### src/rtl/updown_mod_counter.sv
`default_nettype none
// ============================================================================
// Module   : updown_mod_counter
// Purpose  : Parametrised up/down modulo counter with a run-time programmable
//            terminal value (limit), wrap or saturate behaviour, cascade
//            carry-in/carry-out and a sticky overflow flag.
// Ports    : clk      - clock, all state changes on the rising edge
//            mr       - master reset, synchronous, active-high
//            load     - q <= d (beats counting, loses to mr)
//            d        - parallel load value
//            limit_wr - limit <= limit_d (independent of load/count)
//            limit_d  - new terminal value
//            en, ci   - a count step needs en & ci
//            up       - 1 = count up, 0 = count down
//            ovf_clr  - clears ovf (a same-cycle set wins)
//            q        - counter value
//            tc       - terminal: up ? q >= limit : q == 0
//            co       - cascade carry out = en & ci & tc
//            ovf      - sticky overflow, set on every terminal step
// Revision : 1.0 - initial release
// ============================================================================
module updown_mod_counter #(
  parameter int                WIDTH     = 4,
  parameter logic [WIDTH-1:0]  LIMIT_RST = {WIDTH{1'b1}},
  parameter bit                SATURATE  = 1'b0
) (
  input  logic             clk,
  input  logic             mr,
  input  logic             load,
  input  logic [WIDTH-1:0] d,
  input  logic             limit_wr,
  input  logic [WIDTH-1:0] limit_d,
  input  logic             en,
  input  logic             ci,
  input  logic             up,
  input  logic             ovf_clr,
  output logic [WIDTH-1:0] q,
  output logic             tc,
  output logic             co,
  output logic             ovf
);

  logic [WIDTH-1:0] q_q,   q_d;
  logic [WIDTH-1:0] lim_q, lim_d;
  logic             ovf_q, ovf_d;
  logic             w_step;

  // Terminal uses >= so a value above the limit (after a load or a limit
  // write) is treated as terminal and wraps to 0 on the next up step.
  assign tc     = up ? (q_q >= lim_q) : (q_q == '0);
  assign w_step = en & ci;
  assign co     = w_step & tc;

  assign q   = q_q;
  assign ovf = ovf_q;

  always_comb begin
    q_d = q_q;
    if (load) begin
      q_d = d;
    end else if (w_step) begin
      if (up) begin
        if (tc) begin
          q_d = SATURATE ? q_q : '0;
        end else begin
          q_d = q_q + WIDTH'(1);
        end
      end else begin
        if (tc) begin
          q_d = SATURATE ? q_q : lim_q;
        end else begin
          q_d = q_q - WIDTH'(1);
        end
      end
    end
  end

  // The count step above always sees the current limit; a write lands for
  // the following cycle.
  always_comb begin
    lim_d = lim_q;
    if (limit_wr) begin
      lim_d = limit_d;
    end
  end

  // Clear first so that a terminal step in the same cycle wins.
  always_comb begin
    ovf_d = ovf_q;
    if (ovf_clr) begin
      ovf_d = 1'b0;
    end
    if (!load && w_step && tc) begin
      ovf_d = 1'b1;
    end
  end

  always_ff @(posedge clk) begin
    if (mr) begin
      q_q   <= '0;
      lim_q <= LIMIT_RST;
      ovf_q <= 1'b0;
    end else begin
      q_q   <= q_d;
      lim_q <= lim_d;
      ovf_q <= ovf_d;
    end
  end

endmodule
`default_nettype wire
### config.mk
export PLATFORM = sky130hd
export DESIGN_NAME = updown_mod_counter
export DESIGN_NICKNAME = d
export VERILOG_FILES = /design/src/rtl/updown_mod_counter.sv
export SDC_FILE = /design/constraint.sdc
export NUM_CORES = 1
export LEC_CHECK = 0
export ABC_AREA = 1
export CORE_MARGIN = 2
export CORE_UTILIZATION = 40
export CTS_CLUSTER_DIAMETER = 120
export DETAILED_ROUTE_END_ITERATION = 8
export DONT_BUFFER_PORTS = 1
export PLACE_DENSITY = 0.54
export SYNTH_ARGS = -nofsm -noshare
export SYNTH_HDL_FRONTEND = slang
export SYNTH_SLANG_ARGS = --single-unit
### constraint.sdc
create_clock -name clk -period 2.95 [get_ports clk]
set_input_delay 0.4425 -clock clk [delete_from_list [all_inputs] [get_ports clk]]
set_output_delay 0.4425 -clock clk [all_outputs]
set_load 0.05 [all_outputs]
---- Word level (Yosys, flattened, before mapping) ----
Cells that the tools add are included.
word-level totals
  register bits after elaboration ......... 9
  input port bits ......................... 16
  output and inout port bits .............. 7
  word-level logic and storage cells ...... 22
operators by class
  add/sub/neg operators ................... 2
  order comparisons ....................... 1
  muxes and demuxes ....................... 8
  bitwise logic cells ..................... 2
  reduce and logical (&&, ||, !) cells .... 6
operators with widths
  kind                                                                number
  4-bit 2-to-1 mux                                                    5
  4-bit by 1-bit adder with 4-bit output, second input constant       1
  4-bit greater-or-equal comparator                                   1
  4-bit zero test                                                     1
  2-bit nonzero test                                                  2
  4-bit by 1-bit subtractor with 4-bit output, second input constant  1
  1-bit 2-to-1 mux                                                    3
  1-bit AND                                                           2
  1-bit logical AND                                                   2
  1-bit zero test                                                     1

---- Depth between registers and ports, before layout ----
Gate-level depths: netlist of run 1.
  word-level depth ........................ 6
  depth in mapped cells ................... 13
  mapped depth without buffers ............ 13

---- Least setup slack after synthesis of run 1 ----
No wires, ideal clock.
  path kind ............................... reg-to-output
  start ................................... reg q_q[0] (netlist: q[0])
  end ..................................... out co
  data arrival time ....................... 2.219 ns
  data required time ...................... 2.508 ns
  setup slack ............................. 0.288 ns
  cell stages (with the launch flop) ...... 7
  cells stage by stage .................... dfxtp_1 -> inv_1 -> ha_1 -> nand4_1 -> nand3_1 -> nand2_1 -> a21oi_1
between the ends
  cells in the longest elaborated chain, start to end .. 3
  elaborated cells on any way between the ends .. 4
RTL lines
  what                                                                         RTL line  source
  from (decl)                                                                  43        logic [WIDTH-1:0] q_q, q_d;
  from (signal assigned)                                                       104       q_q <= q_d;
  4-bit greater-or-equal comparator / 4-bit zero test (equally long branches)  50        assign tc = up ? (q_q >= lim_q) : (q_q == '0);
  1-bit 2-to-1 mux *                                                           50
  1-bit AND *                                                                  52        assign co = w_step & tc;
  to (decl)                                                                    39        output logic co,
Every way passes the cells marked *; elsewhere a longest branch is shown, timed or not.

---- Final worst setup path of run 1 ----
  start ................................... reg q_q[3] (netlist: q[3])
  end ..................................... out co
Same word-level chain as after synthesis.

==> results.txt, run 1 <==
Status -> finished, final reports clean
#FFs+latches synth -> 9
Sequential power share -> 0.374
Worst vdd ir -> 0.2020 mV
Sequential element share of the synthesized area -> 0.2553
Final period util -> 0.8540
Cells after synthesis -> 110
Root Buffer -> clkbuf_4
Hold path start -> mr
All-Layer GR Usage -> 0.1814
Area leader, netlist -> dfxtp_1
Clk_lat worst skew -> 0.28 ns
Core area -> 1689 um^2
CTS sink cnt -> 9
# nets final -> 140
Ratio of cells with drive above 1 in the final layout -> 0.1111
Hold WS -> 0.2251 ns
HP Class -> input pin to flip-flop
Sw frac -> 0.3999
Reg2reg path depth -> 8
Cell-internal power -> 0.2229 mW
Minimum period implied by the final worst setup slack -> 2.519 ns
Final Hold Fails -> 0
Post-Route WL -> 1641 um
Via count -> 708
Hold_buf cts -> 0
Static Leak -> 0.4225 nW
Worst Hold End -> q[2]
Detailed-route DRC error count -> 0
# resized after CTS -> 0
Cell Chain, Critical Path -> ha_1, a21oi_1, nand3_1, nand2_1, a21oi_1, buf_4
Clock power frac -> 0.278
Buf/Inv on CP -> 1
Synth Net Count -> 132
R2r setup slk -> 0.79 ns
Num CTS Buffers -> 3
Cell variety after synth -> 19
Setup Crit Path Kind -> flip-flop to output port
Final Max Tran Viols -> 0
R2r endpoint -> q[0]
DP Cell Count -> 130
Fill count -> 192
Critical Path End Type -> output port
Syn-to-layout area delta -> 9.574%
Initial Util -> 0.4178
Worst Skew -> 0.008737 ns
Number of diodes -> 0
CP Max Fanout -> 5
Setup ws final -> 0.4306 ns
Most common cell on crit path -> a21oi_1
Number of port buffers -> 0
Power per standard cell area -> 480.4 nW/um^2
H-Tree Depth -> 1
Combinational cell fraction of total power -> 0.348
RSZ-0062 raised after global routing -> no
Largest cells by area after synthesis -> dfxtp_1 (26%), nand2_1 (13%), inv_1 (11%)
Grt ovf -> 0
Netlist Area Pre-Place -> 705.7 um^2
Reg-to-reg startpoint -> q[3]
Width of the die -> 46 um
Kind of cell adding the most delay to the critical path -> flip-flops
Initial DRC count -> 29
WP data required -> 2.51 ns
Die Span Y -> 46 um
Wire length of the first global-routing pass -> 2704 um
Max Clock Freq -> 396.9 MHz
Postcts setup bufs -> 0
Clock transition at path regs -> 0.08 ns
Setup TNS -> 0 ns
Design Power -> 0.3715 mW
Wire per inst -> 12.25 um
Max cap viols -> 0
CTS tree -> built
Routability Congestion -> 0.8086
Num rows -> 15
Antenna viol nets, final -> 0
Switch Pwr -> 0.1485 mW
Setup-failing EPs final -> 0
DP HPWL -> 1325 um
Least-Margin Pin Slew -> 0.6265 ns
Maximum clock path buffer count -> 2
Pre-CTS WS -> 0.7196 ns
Io pins -> 23
Vias in the first global route -> 610
Critical path arrival -> 2.08 ns
Largest net degree at the start of global routing -> 10
Non-filler cells, final -> 134
Worst Hold Depth -> 1
Pre-Repair DR Iteration Count -> 4
Die area -> 2116 um^2
Top cell type's share of synthesized area -> 0.2553
CP max stage delay -> 0.73 ns
Relative slew slack -> 0.5818
Antenna violations before repair -> 0
YS warnings -> 0
Mean Syn Cell Area -> 6.415 um^2
Worst setup SP type -> flip-flop
Slowest cell on crit path -> dfxtp_1
Post-DR vias/cell -> 5.284
[power by group through the flow]
stage	Combinational (mW)	Clock, mW	Sequential (mW)
3_3_place_gp	0.128	0	0.142
6_report	0.129	0.103	0.139
2_1_floorplan	0.0883	0	0.159
5_1_grt	0.147	0.116	0.140
4_1_cts	0.130	0.107	0.139
3_5_place_dp	0.129	0	0.142
[per-stage QoR]
stage | cell area, um^2 | utilization
2_1_floorplan | 705.7 | -
3_3_place_gp | 745.7 | 0.4415
3_5_place_dp | 745.7 | 0.4415
4_1_cts | 773.2 | 0.4578
5_1_grt | 773.2 | 0.4578
6_report | 773.2 | 0.4578
[layout make-up]
type                    instances  area, um^2  area share
inverters                      22       82.58      0.1068
well taps                      17       21.27     0.02751
clock buffers                   3       22.52     0.02913
flip-flops and latches          9       180.2      0.2330
multi-input cells              78       431.7      0.5583
repair buffers                  4       30.03     0.03883
clock inverters                 1       5.005    0.006472
[worst max path at each step]
| stage | slack [ns] | to | startpoint | depth (start not counted) |
|---|---|---|---|---|
| after detailed placement | 0.72 | co | q[3] | 6 |
| after global placement | 0.75 | co | q[3] | 6 |
| after global routing | 0.28 | co | q[3] | 6 |
| after CTS | 0.41 | co | q[3] | 6 |
| final | 0.43 | co | q[3] | 6 |
| after floorplan | 0.29 | co | q[0] | 6 |
[state kept, by name, indices dropped and copies added (netlist names)]
register,count
lim_q,4
q,4
ovf,1
[logic make-up after synthesis]
logic type                 count (synthesis)  share of synthesized area
buffers and inverters                     23                     0.1330
xor gates and xnor gates                   2                    0.02483
and+or+nand+nor                           42                     0.2748
adders and majority gates                  6                     0.1064
AOI/OAI and AO/OA                         28                     0.2057
DFF                                        9                     0.2553
[cell usage in the layout (no fill, tap or decap), types with 3 or more instances in the layout]
cell,n
clkbuf_4,3
a21oi_1,15
nand3_1,6
nand2_1,24
dfxtp_1,9
buf_4,4
inv_1,21
ha_1,6
o21ai_0,9
nor2_1,6
[metal layers]
metal  GRT usage  vias up  share of wire
li1            -      374              -
met1      0.2335      310           0.46
met2      0.2806       21           0.47
met3     0.07937        3          0.062
met4     0.03429        0         0.0055
met5           0        -              0
[synthesized netlist by cell type, drive strengths merged]
master,instances
nor3,2
inv,22
xor2,1
nand4,2
nand2,26
dfxtp,9
a21oi,15
ha,6
o21bai,1
o21ai,11
o21a,1
buf,1
nand3,6
nor2,6
xnor2,1
No activity file was read; power rests on OpenSTA's default activity.
==> inputs of run 2 (changes only) <==
==> constraint.sdc (replaced) <==
create_clock -name clk -period 2.7 [get_ports clk]
set_input_delay 0.405 -clock clk [delete_from_list [all_inputs] [get_ports clk]]
set_output_delay 0.405 -clock clk [all_outputs]
set_load 0.05 [all_outputs]
==> run 2 against run 1 <==
Compared with the run above:
- clock skew decreased by 0.0064 ns
- total power increased by 6.8%
- largest power group unchanged
- critical path depth increased by 1
- sequential share of layout area decreased by 0.19 points
- core utilization increased by 0.37 points
- cell count increased by 0.75%
- combinational power increased by 12%
- highest routed layer is now met3
- via count decreased by 3.7%
- largest cell class unchanged
- worst setup slack improved by 0.12 ns
- sequential power increased by 8%
- critical endpoint unchanged
==> results.txt, run 2 (synthesized netlist as in run 1, its figures left out) <==
Worst vdd ir -> 0.3486 mV
Postcts setup bufs -> 0
Commonest non-fill, non-tap cell in the layout -> nand2_1
Io pins -> 23
Critical Path End Type -> output port
Post-DR vias/cell -> 5.052
Design Power -> 0.3966 mW
All-Layer GR Usage -> 0.1626
Number of port buffers -> 0
CTS tree -> built
RSZ-0062 raised after global routing -> no
Worst setup SP type -> flip-flop
Root Buffer -> clkbuf_4
Hold path start -> mr
Routability Congestion -> 0.8506
# nets final -> 141
HP Class -> input pin to flip-flop
Max cap viols -> 0
Fin util -> 0.4615
DP Cell Count -> 131
Reg-to-reg startpoint -> q[1]
Largest net degree at the start of global routing -> 10
# resized after CTS -> 0
Detailed-route DRC error count -> 0
H-Tree Depth -> 1
Pre-CTS WS -> 0.8269 ns
CTS sink cnt -> 9
Worst Skew -> 0.002340 ns
WP data required -> 2.30 ns
Num CTS Buffers -> 3
Power per standard cell area -> 508.8 nW/um^2
Vias in the first global route -> 591
Setup-failing EPs final -> 0
Hold_buf cts -> 0
Initial DRC count -> 10
Final Max Tran Viols -> 0
Least-Margin Pin Slew -> 0.5037 ns
Setup Crit Path Kind -> flip-flop to output port
Ratio of cells with drive above 1 in the final layout -> 0.1102
Die area -> 2116 um^2
Core area -> 1689 um^2
Via count -> 682
Critical path arrival -> 1.75 ns
Static Leak -> 0.4250 nW
Non-filler cells, final -> 135
Clk_lat worst skew -> 0.25 ns
Initial Util -> 0.4178
Antenna viol nets, final -> 0
Post-Route WL -> 1567 um
Pre-Repair DR Iteration Count -> 4
Crit. Startpoint -> q[1]
Max Clock Freq -> 465.0 MHz
Syn-to-layout area delta -> 10.46%
Width of the die -> 46 um
Wire length of the first global-routing pass -> 2415 um
Status -> finished, final reports clean
Setup TNS -> 0 ns
Wire per inst -> 11.61 um
Minimum period implied by the final worst setup slack -> 2.151 ns
Antenna violations before repair -> 0
Num rows -> 15
Final period util -> 0.7965
Final Hold Fails -> 0
Maximum clock path buffer count -> 2
CP Max Fanout -> 5
Fill count -> 184
Relative slew slack -> 0.6637
DP HPWL -> 1291 um
Die Span Y -> 46 um
Grt ovf -> 0
Clock transition at path regs -> 0.06 ns
Setup ws final -> 0.5494 ns
Commonest cells after routing, fill and taps aside -> nand2_1 (24), inv_1 (21), a21oi_1 (15), o21ai_0 (9), dfxtp_1 (9)
Number of diodes -> 0
run 2: area by class of cell:
class / instances / area [um^2] / area share
multi-input combinational: 78 / 431.7 / 0.5538
sequential: 9 / 180.2 / 0.2311
inverter: 22 / 82.58 / 0.1059
timing repair buffer: 5 / 37.54 / 0.04815
clock buffer: 4 / 26.28 / 0.03371
tap: 17 / 21.27 / 0.02729
run 2: layer usage:
layer | up-vias | routed length (um) | track usage
li1 | 370 | - | -
met1 | 288 | 716 | 0.2214
met2 | 24 | 740 | 0.2472
met3 | 0 | 111 | 0.04365
met4 | 0 | 0 | 0.05143
met5 | - | 0 | 0
run 2: critical path, stage by stage, from the launching register on:
cell and delay (ns):
dfxtp_1 0.37, inv_1 0.13, ha_1 0.19, inv_1 0.07, nor3_4 0.19, nand2_2 0.13
a21oi_1 0.19, buf_4 0.22
run 2: path summary, 6_finish.rpt:
kind | to | slack [ns] | cells past startpoint
hold reg to reg | lim_q[0] | 0.50 | 2
hold / removal | q[1] | 0.21 | 1
setup / recovery | co | 0.55 | 7
setup reg to reg | q[3] | 0.86 | 9
run 2: through the flow:
step,hold WS [ns],area [um^2]
after CTS,0.2032,779.5
after global placement,0.4760,753.2
after detailed placement,0.4787,753.2
after floorplan,0.4478,705.7
after global routing,0.1994,779.5
final,0.2132,779.5
run 2: where the power goes:
part | total, mW | internal (mW) | switching (mW)
registers | 0.150 | 0.143 | 0.00779
clock network | 0.102 | 0.0569 | 0.0453
logic | 0.144 | 0.0476 | 0.0965
total | 0.397 | 0.247 | 0.150
